[src/rtl/fetch_controller_if.sv]
// fetch_controller_if: Fetch/hazard/IMEM signal bundle for fetch_controller.
// Rev 1.0
`default_nettype none

interface fetch_controller_if #(
  parameter int WIDTH   = 32,
  parameter int INSTR_W = 32
);
  logic [WIDTH-1:0]   PCF;
  logic [WIDTH-1:0]   PCPlus8F;
  logic               BranchTakenE;
  logic               PCSrcW;
  logic               StallD;
  logic               imem_ack;
  logic [INSTR_W-1:0] imem_rdata;
  logic               imem_req;
  logic [WIDTH-1:0]   imem_addr;
  logic               enablePCFlipFlop;
  logic               InstrValidF;
  logic [INSTR_W-1:0] InstrF;
  logic               FlushD;
  logic               TimeoutErr;

  modport master (
    input  PCF, PCPlus8F, BranchTakenE, PCSrcW, StallD, imem_ack, imem_rdata,
    output imem_req, imem_addr, enablePCFlipFlop, InstrValidF, InstrF, FlushD,
           TimeoutErr
  );

  modport slave (
    output PCF, PCPlus8F, BranchTakenE, PCSrcW, StallD, imem_ack, imem_rdata,
    input  imem_req, imem_addr, enablePCFlipFlop, InstrValidF, InstrF, FlushD,
           TimeoutErr
  );
endinterface

`default_nettype wire

[src/rtl/fetch_controller.sv]
// fetch_controller: sequences Fetch against a variable-latency IMEM (req/ack).
// Rev 1.0
`default_nettype none

module fetch_controller #(
  parameter int WIDTH    = 32,
  parameter int INSTR_W  = 32,
  parameter int MAX_WAIT = 15
) (
  input  wire                 clk,
  input  wire                 reset,
  fetch_controller_if.master  bus
);
  localparam int CW = $clog2(MAX_WAIT + 1);
  localparam logic [CW-1:0] CNT_MAX = CW'(MAX_WAIT);

  typedef enum logic [1:0] {S_IDLE, S_WAIT, S_DISCARD, S_HOLD} state_t;

  state_t             state_q, state_d;
  logic               req_q, req_d;
  logic [WIDTH-1:0]   addr_q, addr_d;
  logic [CW-1:0]      cnt_q, cnt_d;
  logic [INSTR_W-1:0] hold_q, hold_d;
  logic               err_q, err_d;
  logic               redir;
  logic [CW-1:0]      cnt_inc;

  assign redir   = bus.BranchTakenE | bus.PCSrcW;
  assign cnt_inc = (cnt_q == CNT_MAX) ? cnt_q : cnt_q + 1'b1;

  always_comb begin
    state_d = state_q;
    req_d   = req_q;
    addr_d  = addr_q;
    cnt_d   = cnt_q;
    hold_d  = hold_q;
    err_d   = err_q;
    case (state_q)
      S_IDLE: begin
        if (!redir) begin
          addr_d  = bus.PCF;
          req_d   = 1'b1;
          cnt_d   = '0;
          state_d = S_WAIT;
        end
      end
      S_WAIT: begin
        if (bus.imem_ack) begin
          if (redir) begin
            req_d   = 1'b0;
            state_d = S_IDLE;
          end else if (bus.StallD) begin
            hold_d  = bus.imem_rdata;
            req_d   = 1'b0;
            state_d = S_HOLD;
          end else begin
            addr_d = bus.PCPlus8F;
            cnt_d  = '0;
          end
        end else begin
          // A redirect cannot cancel an issued request; wait out its ack.
          if (redir) state_d = S_DISCARD;
          cnt_d = cnt_inc;
        end
      end
      S_DISCARD: begin
        if (bus.imem_ack) begin
          req_d   = 1'b0;
          state_d = S_IDLE;
        end else begin
          cnt_d = cnt_inc;
        end
      end
      S_HOLD: begin
        if (redir) begin
          state_d = S_IDLE;
        end else if (!bus.StallD) begin
          addr_d  = bus.PCPlus8F;
          req_d   = 1'b1;
          cnt_d   = '0;
          state_d = S_WAIT;
        end
      end
      default: state_d = S_IDLE;
    endcase
    if (cnt_d == CNT_MAX) err_d = 1'b1;
  end

  always_ff @(posedge clk) begin
    if (reset) begin
      state_q <= S_IDLE;
      req_q   <= 1'b0;
      addr_q  <= '0;
      cnt_q   <= '0;
      hold_q  <= '0;
      err_q   <= 1'b0;
    end else begin
      state_q <= state_d;
      req_q   <= req_d;
      addr_q  <= addr_d;
      cnt_q   <= cnt_d;
      hold_q  <= hold_d;
      err_q   <= err_d;
    end
  end

  always_comb begin
    bus.FlushD           = 1'b0;
    bus.enablePCFlipFlop = 1'b0;
    bus.InstrValidF      = 1'b0;
    bus.InstrF           = '0;
    if (!reset) begin
      bus.FlushD           = redir;
      bus.InstrF           = (state_q == S_HOLD) ? hold_q : bus.imem_rdata;
      bus.InstrValidF      = !redir && ((state_q == S_WAIT && bus.imem_ack) ||
                                        state_q == S_HOLD);
      bus.enablePCFlipFlop = redir ||
                             (state_q == S_WAIT && bus.imem_ack && !bus.StallD) ||
                             (state_q == S_HOLD && !bus.StallD);
    end
  end

  assign bus.imem_req   = req_q;
  assign bus.imem_addr  = addr_q;
  assign bus.TimeoutErr = err_q;
endmodule

`default_nettype wire

[src/flat_wrapper.sv]
// flat-port wrapper written by rule: the top's interface ports become plain ports
module fetch_controller_flat 
#(
  parameter int WIDTH    = 32,
  parameter int INSTR_W  = 32,
  parameter int MAX_WAIT = 15
)
  (clk, reset, bus_PCF, bus_PCPlus8F, bus_BranchTakenE, bus_PCSrcW, bus_StallD, bus_imem_ack, bus_imem_rdata, bus_imem_req, bus_imem_addr, bus_enablePCFlipFlop, bus_InstrValidF, bus_InstrF, bus_FlushD, bus_TimeoutErr);
  fetch_controller_if #(.WIDTH(WIDTH), .INSTR_W(INSTR_W)) bus_i ();
  input  wire clk;
  input  wire reset;
  input wire logic [$bits(bus_i.PCF)-1:0] bus_PCF;
  input wire logic [$bits(bus_i.PCPlus8F)-1:0] bus_PCPlus8F;
  input wire logic [$bits(bus_i.BranchTakenE)-1:0] bus_BranchTakenE;
  input wire logic [$bits(bus_i.PCSrcW)-1:0] bus_PCSrcW;
  input wire logic [$bits(bus_i.StallD)-1:0] bus_StallD;
  input wire logic [$bits(bus_i.imem_ack)-1:0] bus_imem_ack;
  input wire logic [$bits(bus_i.imem_rdata)-1:0] bus_imem_rdata;
  output wire logic [$bits(bus_i.imem_req)-1:0] bus_imem_req;
  output wire logic [$bits(bus_i.imem_addr)-1:0] bus_imem_addr;
  output wire logic [$bits(bus_i.enablePCFlipFlop)-1:0] bus_enablePCFlipFlop;
  output wire logic [$bits(bus_i.InstrValidF)-1:0] bus_InstrValidF;
  output wire logic [$bits(bus_i.InstrF)-1:0] bus_InstrF;
  output wire logic [$bits(bus_i.FlushD)-1:0] bus_FlushD;
  output wire logic [$bits(bus_i.TimeoutErr)-1:0] bus_TimeoutErr;
  assign bus_i.PCF = bus_PCF;
  assign bus_i.PCPlus8F = bus_PCPlus8F;
  assign bus_i.BranchTakenE = bus_BranchTakenE;
  assign bus_i.PCSrcW = bus_PCSrcW;
  assign bus_i.StallD = bus_StallD;
  assign bus_i.imem_ack = bus_imem_ack;
  assign bus_i.imem_rdata = bus_imem_rdata;
  assign bus_imem_req = bus_i.imem_req;
  assign bus_imem_addr = bus_i.imem_addr;
  assign bus_enablePCFlipFlop = bus_i.enablePCFlipFlop;
  assign bus_InstrValidF = bus_i.InstrValidF;
  assign bus_InstrF = bus_i.InstrF;
  assign bus_FlushD = bus_i.FlushD;
  assign bus_TimeoutErr = bus_i.TimeoutErr;
  fetch_controller #(.WIDTH(WIDTH), .INSTR_W(INSTR_W), .MAX_WAIT(MAX_WAIT)) u_core (.clk(clk), .reset(reset), .bus(bus_i));
endmodule
[config.mk]
export PLATFORM = sky130hd
export DESIGN_NAME = fetch_controller_flat
export DESIGN_NICKNAME = d
export VERILOG_FILES = /design/src/rtl/fetch_controller_if.sv /design/src/rtl/fetch_controller.sv /design/src/flat_wrapper.sv
export SDC_FILE = /design/constraint.sdc
export NUM_CORES = 1
export LEC_CHECK = 0
export ABC_AREA = 1
export CAP_MARGIN = 10
export CORE_AREA = 5 5 123 79
export DETAILED_ROUTE_END_ITERATION = 16
export DIE_AREA = 0 0 128 84
export PLACE_DENSITY = 0.94
export SETUP_SLACK_MARGIN = 0.15
export SYNTH_ARGS = -nofsm -noshare
export SYNTH_HDL_FRONTEND = slang
export SYNTH_SLANG_ARGS = --single-unit
export TNS_END_PERCENT = 10
[constraint.sdc]
create_clock -name clk -period 4.5 [get_ports clk]
set_clock_uncertainty 0.1 [all_clocks]
set_input_delay 0.9 -clock clk [delete_from_list [all_inputs] [get_ports clk]]
set_output_delay 0.9 -clock clk [all_outputs]
set_load 0.1 [all_outputs]
Yosys cells after proc, flatten, opt, wreduce, memory -nomap -nowiden --
Cells that the tools add are included.
Cells by class: $add $sub $neg 1, multiply operators 0, div/mod/pow operators 0, order comparisons 0, equal/unequal tests 13, shifts and indexed selects 0, mux-type cells 34, bitwise gates (word level) 2, reductions and logical operators 15
Operators by type and width (count):
- two-way mux 32 bit | 6
- case mux 32 bit (3 select lines) | 1
- two-way mux 4 bit | 6
- two-way mux 2 bit | 8
- case mux 4 bit (4 select lines) | 1
- two-way mux 1 bit | 10
- != test 2 bit (second input constant) | 5
- != test 3 x 2 -> 1 bit (second input constant) | 3
- == test 4 bit (second input constant) | 2
- case mux 2 bit (4 select lines) | 1
- AND reduction 6 bit | 1
- AND reduction 5 bit | 1
- adder 4 x 1 -> 4 bit (second input constant) | 1
- == test 2 bit (second input constant) | 2
- logical AND 1 bit | 4
- case mux 1 bit (4 select lines) | 1
- AND reduction 4 bit | 1
- logical OR 1 bit | 3
- AND reduction 3 bit | 1
- nonzero test 3 bit | 1
- == test 2 x 1 -> 1 bit (second input constant) | 1
- logical NOT 1 bit | 2
- logical NOT 2 bit | 1
- inverter 1 bit | 1
- bitwise OR 1 bit | 1
Storage, ports and cells: bits in registers 72, latch bits 0, memory bits (writable) 0, memory bits (read-only) 0, input bits 102, output and inout port bits 69, logic and storage cells 71, memories 0

Logic depth before layout (Yosys ltp) --
word-level depth 6, mapped depth 13, mapped depth without buffers 12

Worst setup path after synthesis --
OpenSTA, ideal clock, no wires.
kind input -> output, start point input reset, end point output bus_InstrF[23], arrival 2.976 ns, data required time 3.500 ns, setup slack 0.524 ns, stages 5, path buffers 2, cells stage by stage buf_2 > clkinv_1 > clkbuf_1 > o21ai_0 > a21oi_1
Between the ends: longest elaborated chain between the ends 1
Ends and longest elaborated chain:
- start: declaration | RTL line flat_wrapper.sv:11 | input wire reset;
- two-way mux 32 bit | RTL line fetch_controller.sv:112 | if (!reset) begin
- end: declaration | RTL line flat_wrapper.sv:23 | output wire logic [$bits(bus_i.InstrF)-1:0] bus_InstrF;
No other way between the ends.

Worst setup path in the final report --
start point input reset, end point output bus_InstrF[25]
Same word-level chain as after synthesis.

==> results_tabular.tex <==
\begin{tabular}{lr}
\hline
Metric & Value \\
\hline
\multicolumn{2}{l}{\textbf{Placement}} \\
\quad Sum of net half-perimeters after detailed placement & 8.56 mm \\
\quad Weighted congestion at the end of routability-driven global placement & 0.874 \\
\quad Cell Area, Placed & 5230 um2 \\
\quad IO buf count & 170 \\
\quad Cell Count Post-Placement & 769 \\
\multicolumn{2}{l}{\textbf{Global route}} \\
\quad Global-route track usage on met2 & 35.6\% \\
\quad GRT met3 Usage & a little over 6\% \\
\quad Total GRT Usage & between 20\% and 30\% \\
\quad Most used routing layer & met2 \\
\quad Vias in the first global route & 4052 \\
\quad Maximum number of pins on one net before global-route repair & 68 \\
\quad Met1 Use GR & 24.6\% \\
\quad Remaining global-route overflow & 0 \\
\quad Initial antenna violation count & 0 \\
\quad First-pass GRT wire length & between 15 and 20 mm \\
\multicolumn{2}{l}{\textbf{Setup path}} \\
\quad Max stage delay cell, worst path & sky130\_fd\_sc\_hd\_\_inv\_2 \\
\quad Worst EP arrival & 2.91 ns \\
\quad Largest incremental delay on the critical path & 0.66 ns \\
\quad Chain of cells forming the critical path & clkdlybuf4s50\_1 -> inv\_2 -> o21ai\_0 -> a21oi\_1 -> buf\_4 \\
\quad Critical Path Start Type & input pin \\
\quad Largest driver fanout on the critical path & 67 \\
\quad Setup crit end kind & output port \\
\quad Path type of the worst setup path & input pin to output port \\
\quad CP Data Required Time & 3.50 ns \\
\multicolumn{2}{l}{\textbf{Status}} \\
\quad Run status & finished, final reports clean \\
\multicolumn{2}{l}{\textbf{Synth}} \\
\quad Number of library cell types mapped by synthesis & 30 \\
\quad Cell accounting for the most synthesized area & sky130\_fd\_sc\_hd\_\_dfxtp\_1 \\
\quad Cell area after technology mapping & around 3600 um2 \\
\quad Gate Count Post-Synth & 519 \\
\quad Flops \& latches, synth & 72 \\
\quad Yosys Warn Count & 0 \\
\quad Synthesized area per cell & 6.93 um2 \\
\quad Total nets after synthesis & approximately 630 \\
\quad Area fraction of the dominant cell type after synthesis & approximately 40\% \\
\quad Share of synthesized area occupied by flip-flops and latches & 40.1\% \\
\quad Leading post-synthesis cells by cell area & sky130\_fd\_sc\_hd\_\_dfxtp\_1 (40\%), sky130\_fd\_sc\_hd\_\_nand2\_1 (11\%), sky130\_fd\_sc\_hd\_\_a21oi\_1 (11\%) \\
\multicolumn{2}{l}{\textbf{Timing}} \\
\quad Final period util & 86.9\% \\
\quad Final Hold Fails & 0 \\
\quad Highest clock rate & approximately 0.26 GHz \\
\quad Final setup violating endpoints & 0 \\
\quad Transition time at the pin with the least slew margin & 1.02 ns \\
\quad Final setup TNS & 0 ns \\
\quad Setup repair after global routing missed its margin & false \\
\quad Final min period & about 3.9 ns \\
\quad Worst max-slew margin expressed relative to the limit & 31.7\% \\
\quad Final max-slew violation count & 0 \\
\multicolumn{2}{l}{\textbf{Hold path}} \\
\quad Worst hold path type & register to register \\
\multicolumn{2}{l}{\textbf{Pwr}} \\
\quad Total power per unit cell area & 790 nW/um2 \\
\quad Relative contribution of combinational cells to total power & between 60\% and 70\% \\
\quad Net switching power & around 2.5 mW \\
\quad Clk network pwr share & 16.5\% \\
\quad Proportion of total power due to net switching & 57.0\% \\
\quad Share of total power in sequential cells & 21.1\% \\
\quad Worst ir drop on vdd & 0.457 mV \\
\quad Static Leakage & 2.21 nW \\
\quad Internal & between 1.5 and 2 mW \\
\multicolumn{2}{l}{\textbf{Flow run}} \\
\quad Max-cap check violation count & 0 \\
\multicolumn{2}{l}{\textbf{Floorplanning}} \\
\quad Boundary pin count & between 150 and 200 \\
\quad Die outline height & around 84 um \\
\quad Number of core rows & 27 \\
\quad Core area & approximately 8600 um2 \\
\quad Total Die Area & 10800 um2 \\
\quad Die W & approximately 130 um \\
\quad Initial cell density of the core & 41.6\% \\
\multicolumn{2}{l}{\textbf{Routing}} \\
\quad Total Routed Length & 11.4 mm \\
\quad DRC & 0 \\
\quad Number of detailed-route iterations in the first pass & 5 \\
\quad Count of routing violations after the opening detailed-route iteration & roughly 350 \\
\quad Antenna Violating Nets Remaining & 0 \\
\quad Total vias in the final route & 4057 \\
\quad Wire length per cell after detailed routing & 14.5 um \\
\quad Via density & between 5 and 6 \\
\multicolumn{2}{l}{\textbf{Clocking}} \\
\quad Clock slew at the register clock pins of the worst setup and hold paths & 0.06 ns \\
\quad Count of instances resized after the clock tree is built & 0 \\
\quad Clock latency on the worst-skew pair & 0.33 ns \\
\quad Quantity of hold-fixing buffers added after cts & 0 \\
\quad H-tree depth & 3 \\
\quad TritonCTS clock tree & done \\
\quad Root buffer cell & sky130\_fd\_sc\_hd\_\_clkbuf\_16 \\
\quad Clock Path Buffers & 2 \\
\quad Number of CTS-inserted buffers & 9 \\
\quad Total number of clock tree sinks & 72 \\
\quad Post-CTS repair timing setup buffer count & 0 \\
\multicolumn{2}{l}{\textbf{Cells and area}} \\
\quad Area growth, synth to finish & 54.0\% \\
\quad Nets & 771 \\
\quad Diode count & 0 \\
\quad Final instance area & 5540 um2 \\
\quad Share of cells above drive strength 1 & between 10\% and 20\% \\
\quad Most used cells in the layout excluding fill and tap cells & sky130\_fd\_sc\_hd\_\_clkdlybuf4s50\_1 (135), sky130\_fd\_sc\_hd\_\_nand2\_1 (104), sky130\_fd\_sc\_hd\_\_a21oi\_1 (76), sky130\_fd\_sc\_hd\_\_o21ai\_0 (72), sky130\_fd\_sc\_hd\_\_dfxtp\_1 (72) \\
\quad Non-filler cells, final & 785 \\
\quad Most common cell after layout, fill and taps aside & sky130\_fd\_sc\_hd\_\_clkdlybuf4s50\_1 \\
\hline
\end{tabular}
==> Yosys cell counts <==
master,count
sky130_fd_sc_hd__nand2_1,104
sky130_fd_sc_hd__a21oi_1,76
sky130_fd_sc_hd__dfxtp_1,72
sky130_fd_sc_hd__o21ai_0,72
sky130_fd_sc_hd__inv_1,48
sky130_fd_sc_hd__a31oi_1,33
sky130_fd_sc_hd__o21ai_1,30
sky130_fd_sc_hd__clkbuf_1,27
sky130_fd_sc_hd__nand3_1,12
sky130_fd_sc_hd__buf_2,7
sky130_fd_sc_hd__nor2_1,7
sky130_fd_sc_hd__ha_1,5
sky130_fd_sc_hd__buf_6,4
sky130_fd_sc_hd__inv_2,4
sky130_fd_sc_hd__nand4_1,2
sky130_fd_sc_hd__nor2_2,2
sky130_fd_sc_hd__a211oi_1,1
sky130_fd_sc_hd__a21boi_0,1
sky130_fd_sc_hd__a311oi_1,1
sky130_fd_sc_hd__and2_1,1
sky130_fd_sc_hd__buf_1,1
sky130_fd_sc_hd__buf_4,1
sky130_fd_sc_hd__clkinv_1,1
sky130_fd_sc_hd__clkinv_2,1
sky130_fd_sc_hd__nand2_4,1
sky130_fd_sc_hd__nand3_2,1
sky130_fd_sc_hd__nor2_4,1
sky130_fd_sc_hd__nor2_8,1
sky130_fd_sc_hd__nor3_1,1
sky130_fd_sc_hd__xor2_1,1
==> path summary, 6_finish.rpt <==
kind / startpoint / slack (ns) / end / cells after the start
worst max-delay path: reset / 0.59 / bus_InstrF[25] / 5
worst min-delay path: u_core.hold_q[9] / 0.36 / u_core.hold_q[9] / 2
worst max register to register: u_core.state_q[1] / 1.35 / u_core.bus.imem_addr[8] / 9
worst min register to register: u_core.hold_q[9] / 0.36 / u_core.hold_q[9] / 2
==> worst max-delay path, delay by kind of cell <==
kind / cells / cell delay [ns]
buf+inv: 3 / 1.54
compound gates: 2 / 0.45
==> routing by layer <==
layer,vias to the layer above,share of wire (%)
met3,28,5.8
li1,2045,-
met1,1851,42
met5,-,0
met2,133,50
met4,0,2.5
==> sequential cells by signal, summed over array words and instances (netlist names) <==
register               count
u_core.bus.imem_addr      32
u_core.cnt_q               4
u_core.bus.imem_req        1
u_core.bus.TimeoutErr      1
u_core.state_q             2
u_core.hold_q             32
==> cells by family after synthesis <==
| family | after synthesis | share of synthesized area [%] |
|---|---|---|
| AOI/OAI and AO/OA | 214 | 31.2 |
| xor gates and xnor gates | 1 | 0.244 |
| adders and majority gates | 5 | 1.74 |
| buffers and inverters | 94 | 11.0 |
| DFF | 72 | 40.1 |
| and+or+nand+nor | 133 | 15.7 |
==> area by class of cell <==
type                       instances  area, um2
clock buffer                      10        239
timing repair buffer             174       1680
clock inverter                     6       67.6
fill                             736       3110
tap                              116        145
inverter                          54        204
sequential                        72       1440
multi-input combinational        353       1760
==> metrics by stage <==
stage               setup WS (ns)  hold WS [ns]  util [%]  power [mW]
CTS                         0.622         0.358      64.0        4.41
global route                0.383         0.380      64.0        4.59
floorplan                   0.524         0.330         -        3.07
finish                      0.590         0.357      64.0        4.38
detailed placement          0.624         0.346      60.5        3.67
global placement            0.702         0.340      60.5        3.60
==> power groups by stage <==
stage / registers, mW / clock network (mW) / logic [mW]
2_1_floorplan: 2.00 / 0 / 1.07
3_3_place_gp: 0.916 / 0 / 2.69
3_5_place_dp: 0.930 / 0 / 2.74
4_1_cts: 0.921 / 0.744 / 2.74
5_1_grt: 0.942 / 0.773 / 2.87
6_report: 0.922 / 0.724 / 2.73
Power figures use the tool's default switching activity.
==> RTL change (same settings) <==
Take the reset off `hold_q` and load it in a clocked block of its own.
--- a/src/rtl/fetch_controller.sv
+++ b/src/rtl/fetch_controller.sv
@@ -92,16 +92,18 @@
       req_q   <= 1'b0;
       addr_q  <= '0;
       cnt_q   <= '0;
-      hold_q  <= '0;
       err_q   <= 1'b0;
     end else begin
       state_q <= state_d;
       req_q   <= req_d;
       addr_q  <= addr_d;
       cnt_q   <= cnt_d;
-      hold_q  <= hold_d;
       err_q   <= err_d;
     end
+  end
+
+  always_ff @(posedge clk) begin
+    hold_q <= hold_d;
   end
 
   always_comb begin
Behaviour: same outputs for any inputs over 4 cycles, from zero or initial values and one cycle with reset high; that may be too few to reach the edited logic, so the function may still have changed.
==> RTL change against the original RTL <==
  * Critical path depth unchanged
  * Synthesized area up 0.38%
  * Sequential cell count unchanged
  * Via count down 14%
  * Routed wire length down 2.3%
  * Design area up 7.9%
  * Total power down 8.0%
  * Worst setup slack better by 0.35 ns
==> RTL change: results <==
export IMPL_place_area_mm2=0.005664
export IMPL_route_met2_wl_mm=5.845
export IMPL_grtUsageMet2=0.3746
export IMPL_synthAdderAreaFrac=0.02080
export IMPL_drive_gt1_frac=0.1667
export IMPL_drt_first_pass_iters=4
export IMPL_synth_nets=507
export IMPL_ir_drop_mv=0.5436
export IMPL_nets=667
export IMPL_reg2reg_setup_slack_ns=1.56
export IMPL_crit_fanout=35
export IMPL_synth_common_cells="72 x nor2_1, 40 x dfxtp_1, 37 x nand2_1, 37 x o21ai_0, 34 x o21ai_1"
export IMPL_reg2reg_depth=10
export IMPL_synth_edff_count=32
export IMPL_synth_compound_area_frac=0.1920
export IMPL_grt_max_degree=37
export IMPL_clkCellAreaFrac=0.05253
export IMPL_outcome="finished clean"
export IMPL_synth_cell_types=27
export IMPL_inverters=15
export IMPL_fill_cells=644
export IMPL_yosysSeqAreaShare=0.4880
export IMPL_switching_share=0.5067
export IMPL_synthXorXnorAreaFrac=0
export IMPL_timing_final_ws_setup_ns=0.9366
export IMPL_multiInputGateArea_mm2=0.001647
export IMPL_placed_cells_incl_taps=664
export IMPL_dp_hpwl_mm=8.743
export IMPL_crit_end="bus_InstrF[13]"
export IMPL_dp_slack_ns=0.9318
export IMPL_seq_cells=72
export IMPL_r2r_start="u_core.state_q[0]$_SDFFE_PP0P_"
export IMPL_post_cts_buffers=0
export IMPL_synth_top_cells_by_area="edfxtp_1 27%, dfxtp_1 22%, mux2i_1 8.9%"
export IMPL_route_met3_wl_um=890
export IMPL_muxShareOfSynthArea=0.08873
export IMPL_nMultiInputCombCells=286
export IMPL_grt_pass1_wl_mm=17.78
export IMPL_avgViaCountPerCell=5.137
export IMPL_vias=3493
export IMPL_r2r_end="u_core.bus.imem_addr[11]$_SDFFE_PP0P_"
export IMPL_cp_arrival_ns=2.56
export IMPL_multi_input_area_share=0.2754
export IMPL_grt_util_met3=0.06394
export IMPL_p_leak_nw=2.297
export IMPL_use_met1=0.2301
export IMPL_seq_area_mm2=0.001762
export IMPL_clkbuf_count=11
export IMPL_buffers=175
export IMPL_grt_pass1_vias=3601
export IMPL_gr_usage_all_layers=0.2053
export IMPL_place_congestion=0.9341
export IMPL_initialDrtViolationCount=308
export IMPL_relSlewSlack=0.3202
export IMPL_wl_per_cell_um=16.42
export IMPL_buf_share=0.3432
export IMPL_wl_met1_mm=4.341
export IMPL_syn_inst=399
-- RTL change: changes by cell type after synthesis, sizes merged, moves of 32 or more --
cell    before  now
a31oi       33    0
dfxtp       72   40
edfxtp       0   32
inv         52   15
mux2i        0   32
nand2      105   40
nor2        11   75
-- RTL change: power groups by stage --
| stage | Sequential, W | Clock, W | Combinational [W] |
|---|---|---|---|
| floorplan | 0.00159 | 0 | 0.00115 |
| global placement | 0.000872 | 0 | 0.00237 |
| detailed placement | 0.000882 | 0 | 0.00243 |
| CTS | 0.000870 | 0.000752 | 0.00244 |
| global route | 0.000884 | 0.000782 | 0.00255 |
| finish | 0.000870 | 0.000739 | 0.00242 |
-- RTL change: worst min path at each step --
stage                                  startpoint                                  to  slack, ns  cells past startpoint
2_1_floorplan          u_core.cnt_q[3]$_SDFF_PP0_          u_core.cnt_q[3]$_SDFF_PP0_       0.38                      2
3_3_place_gp     u_core.bus.imem_req$_SDFFE_PP0P_    u_core.bus.imem_req$_SDFFE_PP0P_       0.36                      2
3_5_place_dp   u_core.bus.TimeoutErr$_SDFFE_PP0N_  u_core.bus.TimeoutErr$_SDFFE_PP0N_       0.36                      2
4_1_cts        u_core.bus.TimeoutErr$_SDFFE_PP0N_  u_core.bus.TimeoutErr$_SDFFE_PP0N_       0.37                      2
5_1_grt        u_core.bus.TimeoutErr$_SDFFE_PP0N_  u_core.bus.TimeoutErr$_SDFFE_PP0N_       0.42                      2
6_report       u_core.bus.TimeoutErr$_SDFFE_PP0N_  u_core.bus.TimeoutErr$_SDFFE_PP0N_       0.38                      2
-- RTL change: worst max-delay path, stage by stage --
cell and delay (ns):
clkdlybuf4s50_1 0.56, inv_2 0.43, o21ai_0 0.20, nor2_1 0.24
buf_12 0.21
